File: config.mk
export PLATFORM = sky130hd
export DESIGN_NAME = ssidft_sched
export DESIGN_NICKNAME = d
export VERILOG_FILES = /design/src/rtl/ssidft_sched.sv
export SDC_FILE = /design/constraint.sdc
export NUM_CORES = 1
export LEC_CHECK = 0
export ABC_CLOCK_PERIOD_IN_PS = 2210
export CAP_MARGIN = 20
export CORE_UTILIZATION = 47
export DETAILED_ROUTE_END_ITERATION = 10
export GPL_TIMING_DRIVEN = 0
export PLACE_DENSITY = 0.77
export SLEW_MARGIN = 15
export SYNTH_ARGS = -nofsm -noshare
export SYNTH_HDL_FRONTEND = slang
export SYNTH_SLANG_ARGS = --single-unit
File: constraint.sdc
create_clock -name clk_i -period 2.21 [get_ports clk_i]
set_input_delay 0.442 -clock clk_i [delete_from_list [all_inputs] [get_ports clk_i]]
set_output_delay 0.442 -clock clk_i [all_outputs]
set_load 0.01 [all_outputs]
File: src/rtl/ssidft_sched.sv
// Frame scheduler for the single-sample inverse DFT: reads one N-bin spectrum per request from a
// ping-pong RAM bank and streams it, framed by sob/eob, to the accumulator.
module ssidft_sched #(
  parameter int unsigned DW = 16,
  parameter int unsigned N  = 4096,
  parameter int unsigned AW = $clog2(N)
) (
  input  logic          clk_i,
  input  logic          rst_n_i,
  input  logic          enable_i,
  input  logic          tick_i,
  input  logic          bank_i,
  output logic          rd_en_o,
  output logic [AW:0]   rd_addr_o,
  input  logic [DW-1:0] rd_data_i,
  output logic          sob_o,
  output logic          eob_o,
  output logic [DW-1:0] freq_re_o,
  output logic          busy_o,
  output logic          overrun_o
);

  localparam logic [1:0] StIdle  = 2'd0;
  localparam logic [1:0] StRead  = 2'd1;
  localparam logic [1:0] StDrain = 2'd2;

  logic [1:0]    state_q, state_d;
  logic [AW-1:0] idx_q, idx_d;
  logic          bank_q, bank_d;
  logic          pend_q, pend_d;
  logic          drain_q, drain_d;
  logic          overrun_q, overrun_d;
  logic          v1_q, f1_q, l1_q;
  logic          sob_q, eob_q;
  logic [DW-1:0] freq_q;

  logic req, last_idx, consume, boundary, rd_en;

  assign req      = tick_i & enable_i;
  assign last_idx = (idx_q == AW'(N - 1));
  assign rd_en    = (state_q == StRead);

  always_comb begin
    state_d   = state_q;
    idx_d     = idx_q;
    bank_d    = bank_q;
    pend_d    = pend_q;
    drain_d   = drain_q;
    overrun_d = 1'b0;
    consume   = 1'b0;
    boundary  = 1'b0;
    case (state_q)
      StIdle: begin
        boundary = 1'b1;
        if (enable_i && (tick_i || pend_q)) begin
          state_d = StRead;
          bank_d  = bank_i;
          idx_d   = '0;
          consume = 1'b1;
        end
      end
      StRead: begin
        idx_d = idx_q + AW'(1);
        if (last_idx) begin
          boundary = 1'b1;
          drain_d  = 1'b0;
          // Back-to-back frame: relatch the bank, the old frame drains underneath.
          if (pend_q && enable_i) begin
            bank_d  = bank_i;
            idx_d   = '0;
            consume = 1'b1;
          end else begin
            state_d = StDrain;
          end
        end
      end
      StDrain: begin
        drain_d = 1'b1;
        if (drain_q) begin
          boundary = 1'b1;
          if (pend_q && enable_i) begin
            state_d = StRead;
            bank_d  = bank_i;
            idx_d   = '0;
            consume = 1'b1;
          end else begin
            state_d = StIdle;
          end
        end
      end
      default: state_d = StIdle;
    endcase

    // A tick landing on the consuming cycle is re-queued rather than dropped.
    if (!enable_i && boundary) begin
      pend_d = 1'b0;
    end else if (consume) begin
      pend_d = pend_q & req;
    end else if (req && state_q != StIdle) begin
      if (!pend_q) pend_d = 1'b1;
      else         overrun_d = 1'b1;
    end
  end

  always_ff @(posedge clk_i or negedge rst_n_i) begin
    if (!rst_n_i) begin
      state_q   <= StIdle;
      idx_q     <= '0;
      bank_q    <= 1'b0;
      pend_q    <= 1'b0;
      drain_q   <= 1'b0;
      overrun_q <= 1'b0;
      v1_q      <= 1'b0;
      f1_q      <= 1'b0;
      l1_q      <= 1'b0;
      sob_q     <= 1'b0;
      eob_q     <= 1'b0;
      freq_q    <= '0;
    end else begin
      state_q   <= state_d;
      idx_q     <= idx_d;
      bank_q    <= bank_d;
      pend_q    <= pend_d;
      drain_q   <= drain_d;
      overrun_q <= overrun_d;
      v1_q      <= rd_en;
      f1_q      <= rd_en & (idx_q == '0);
      l1_q      <= rd_en & last_idx;
      sob_q     <= v1_q & f1_q;
      eob_q     <= v1_q & l1_q;
      freq_q    <= v1_q ? rd_data_i : '0;
    end
  end

  assign rd_en_o   = rd_en;
  assign rd_addr_o = rd_en ? {bank_q, idx_q} : '0;
  assign sob_o     = sob_q;
  assign eob_o     = eob_q;
  assign freq_re_o = freq_q;
  assign busy_o    = (state_q != StIdle);
  assign overrun_o = overrun_q;

endmodule

==> results.md <==
* Clock buffer depth at 2
* Worst VDD drop at 0.000372 V
* Net Sw Frac at about a fifth
* Most used DFF post-synth: dfrtp_1
* Sequential power share at a little under 50%
* Max reg flops at 16
* Clock Skew at 6.77 ps
* Worst setup SP type: flip-flop
* Largest area contributor in the netlist: dfrtp_1
* Residual overflow from global routing at 0
* Largest cells by area after synthesis: dfrtp_1 47%, and2_1 9.3%, ha_1 4.2%
* Core area at between 4000 and 5000 um2
* Vias per cell at ~5.7
* Via Count at between 1500 and 2000
* Final-layout fill cell count at 320
* Status: finished clean
* Die ar. at around 4700 um2
* First-pass GRT wire length at about 7800 um
* Avg WL per Cell at between 15 and 20 um
* Max Cap Violations at 0
* Worst path slowest cell: dfrtp_1
* Post-Syn Nets at around 230
* Worst-path maximum fanout at 9
* CP bufs+invs at 2
* Placed inst area at between 2000 and 3000 um2
* Worst path max stage delay at roughly 410 ps
* Routed WL at between 4000 and 5000 um
* Area Growth Syn to Fin at 40.2%
* Reg-to-Reg Start: state_q[1]
* DRT Pass-1 Iters at 4
* Worst-path clk slew at approximately 80 ps
* Nets@finish at 300
* Vias in the first global route at around 1700
* CP Capture Type: flip-flop
* Mean Syn Cell Area at around 10 um2
* Setup violators final at 0
* CTS root buf: clkbuf_8
* Clock latency on the worst-skew pair at around 300 ps
* Leakage at approximately 1.4 nW
* Post-DP HPWL at roughly 3300 um
* Register area share after synthesis at between 40 and 50%
* Port bufs at 53
* Cell Chain, Critical Path: buf_4 -> ha_1 -> buf_2 -> nor2b_2 -> a211o_4 -> a221oi_4 -> mux2_1
* Die height at a little under 70 um
* Arr. time, crit path at around 2300 ps
* Cells after Synth at between 200 and 250
* Largest net degree at the start of global routing at 24
* Fin cells at between 300 and 400
* Slew Limit Fails at 0
* Row cnt at 23
* Worst R2R Setup Slack at between 90 and 100 ps
* Post-route DRC at 0
* Cells after DPL at 310
* Worst Setup Slack post-DPL at -218 ps
* Synth Warn # at 0
* I/O pin total at 55
* Antenna-violating nets left at 0
* Path depth of the worst reg2reg path at 7
* Setup_tns at 0 ps
* Mapped Area at ~2100 um2
* HP Class: input pin to asynchronous set/reset pin
* Post-layout min period at roughly 2100 ps
* N_diodes at 0
* WS Path Type: flip-flop to flip-flop
* Pwr dens at roughly 500 nW/um2
* Share of layout cells above drive strength 1 at roughly 17%
* Clk pwr share at between 40% and 50%
* Clock sink count at 39
* Logic pwr share at about 8.0%
* DR iter-0 viols at about 100
* Yosys reg bits at 39
* Final hold slack at ~66 ps
* RSZ-0062 raised after global routing: false
* Final worst slack at between 90 and 100 ps
* CTS buffer count at 5
* Period utilization at between 90% and 100%
* Peak Freq at 473 MHz
* H-Tree Depth at 2
* GRT Total Usage at 22.6%
* Number of enable flip-flop cells after synthesis at 0
* Die X at ~70 um
* Final weighted congestion in routability-driven placement at between 0.8 and 0.9
* Worst-Margin Slew at ~400 ps
* Req. time, crit path at about 2400 ps
* Finished Cell Area at 2930 um2
* CTS tree: built
* Hold Fails Final Rpt at 0
* Initial Utilization at about half
* Distinct cells, synth at 48
* Sw power at around 310 uW
* Int Pwr at between 1 and 1.5 mW
* Async set or reset register ratio after synthesis at 100%
* Slew HR at 73.3%
* Antenna violations before repair at 0
* Top-area cell type share of the netlist area at 46.7%
* FF-to-FF End: bank_q
* Critical path's top delay family: compound AO/OA/AOI/OAI gates
logic make-up (layout without fill, tap and decap cells):
logic type,count (synthesis),count (layout),share of synthesized area (%)
AND/OR/NAND/NOR,96,96,27.7
multiplexers,2,2,1.08
adder cells (fa/ha/maj),7,7,4.19
buffers and inverters,22,89,5.03
flip-flops,39,39,46.7
AO/OA/AOI/OAI,40,40,15.3
power groups by stage:
stage	Clock, mW	Sequential, mW	Combinational (mW)
5_1_grt	0.665	0.736	0.131
3_5_place_dp	0	0.748	0.120
2_1_floorplan	0	0.757	0.0216
3_3_place_gp	0	0.748	0.113
6_report	0.625	0.734	0.118
4_1_cts	0.630	0.734	0.119
cells in the mapped netlist, types with 2 or more instances:
library cell,instances
nand2b_1,2
and3_1,8
and2_1,31
nor2_1,12
buf_2,5
buf_4,2
a221o_1,2
dfrtp_1,39
o21ai_0,10
a22o_1,2
ha_1,7
inv_1,8
o31ai_1,3
nand2_1,7
clkbuf_1,4
nand4_1,8
nor4_1,5
a21oi_1,5
nor4b_1,2
nand3_1,13
o211ai_1,4
worst max-delay path by stage:
stage	from	to	slack (ps)	cells past startpoint
after floorplan	state_q[0]	bank_q	250	7
after global placement	rst_n_i	state_q[1]	-250	1
after detailed placement	state_q[1]	rd_addr_o[12]	-220	5
after CTS	state_q[1]	rd_addr_o[5]	1	5
after global routing	state_q[0]	bank_q	30	7
final	state_q[1]	bank_q	90	7
cell usage in the layout (no fill, tap or decap), types with 2 or more instances in the layout:
cell | netlist | routed
ha_1 | 7 | 5
a21oi_1 | 5 | 5
a221o_1 | 2 | 2
inv_1 | 8 | 5
buf_4 | 2 | 9
and2_1 | 31 | 31
and3_1 | 8 | 8
nand2b_1 | 2 | 2
o31ai_1 | 3 | 3
buf_2 | 5 | 6
a22o_1 | 2 | 2
dlymetal6s2s_1 | 0 | 5
clkbuf_8 | 0 | 7
nand2_1 | 7 | 7
dlygate4sd2_1 | 0 | 8
o21ai_0 | 10 | 10
nor2_1 | 12 | 12
nand3_1 | 13 | 13
o211ai_1 | 4 | 4
nor4_1 | 5 | 5
dfrtp_1 | 39 | 38
inv_2 | 0 | 2
clkdlybuf4s50_1 | 0 | 39
nor4b_1 | 2 | 2
ha_4 | 0 | 2
nand4_1 | 8 | 8
layer usage:
layer | up-vias | GRT usage (%) | routed length, um
li1 | 876 | - | -
met5 | - | 0 | 0
met4 | 0 | 8.07 | 68
met3 | 10 | 6.41 | 539
met1 | 863 | 30.6 | 2100
met2 | 102 | 34.2 | 2190
worst register-to-register path: cells and delay by family, from the launching register on:
family | cells | cell delay [ps]
AOI/OAI and AO/OA | 2 | 540
DFF | 1 | 410
muxes | 1 | 340
buffers and inverters | 2 | 320
and+or+nand+nor | 1 | 200
adders and majority gates | 1 | 180
per-stage QoR:
stage               power (mW)  util (%)
CTS                       1.48      69.3
floorplan                0.779         -
global placement         0.861      64.7
global route              1.53      70.7
detailed placement       0.868      65.3
finish                    1.48      70.7
layout make-up:
cell class	count	area [um2]	area share [%]
multi-input combinational	145	1050	36.0
sequential	39	977	33.3
timing repair buffer	61	608	20.8
clock buffer	6	82.6	2.82
buffer	12	77.6	2.65
tap	50	62.6	2.13
clock inverter	2	35.0	1.20
inverter	8	33.8	1.15
repair_timing:
| item | CTS | global route |
|---|---|---|
| pin swaps | 0 | 2 |
| hold endpoints to repair | 0 | 0 |
| hold buffers | 0 | 0 |
| gates resized for setup | 17 | 10 |
| endpoints found under the setup margin | 15 | 12 |
| setup buffers | 5 | 2 |
Power figures use the tool's default switching activity.
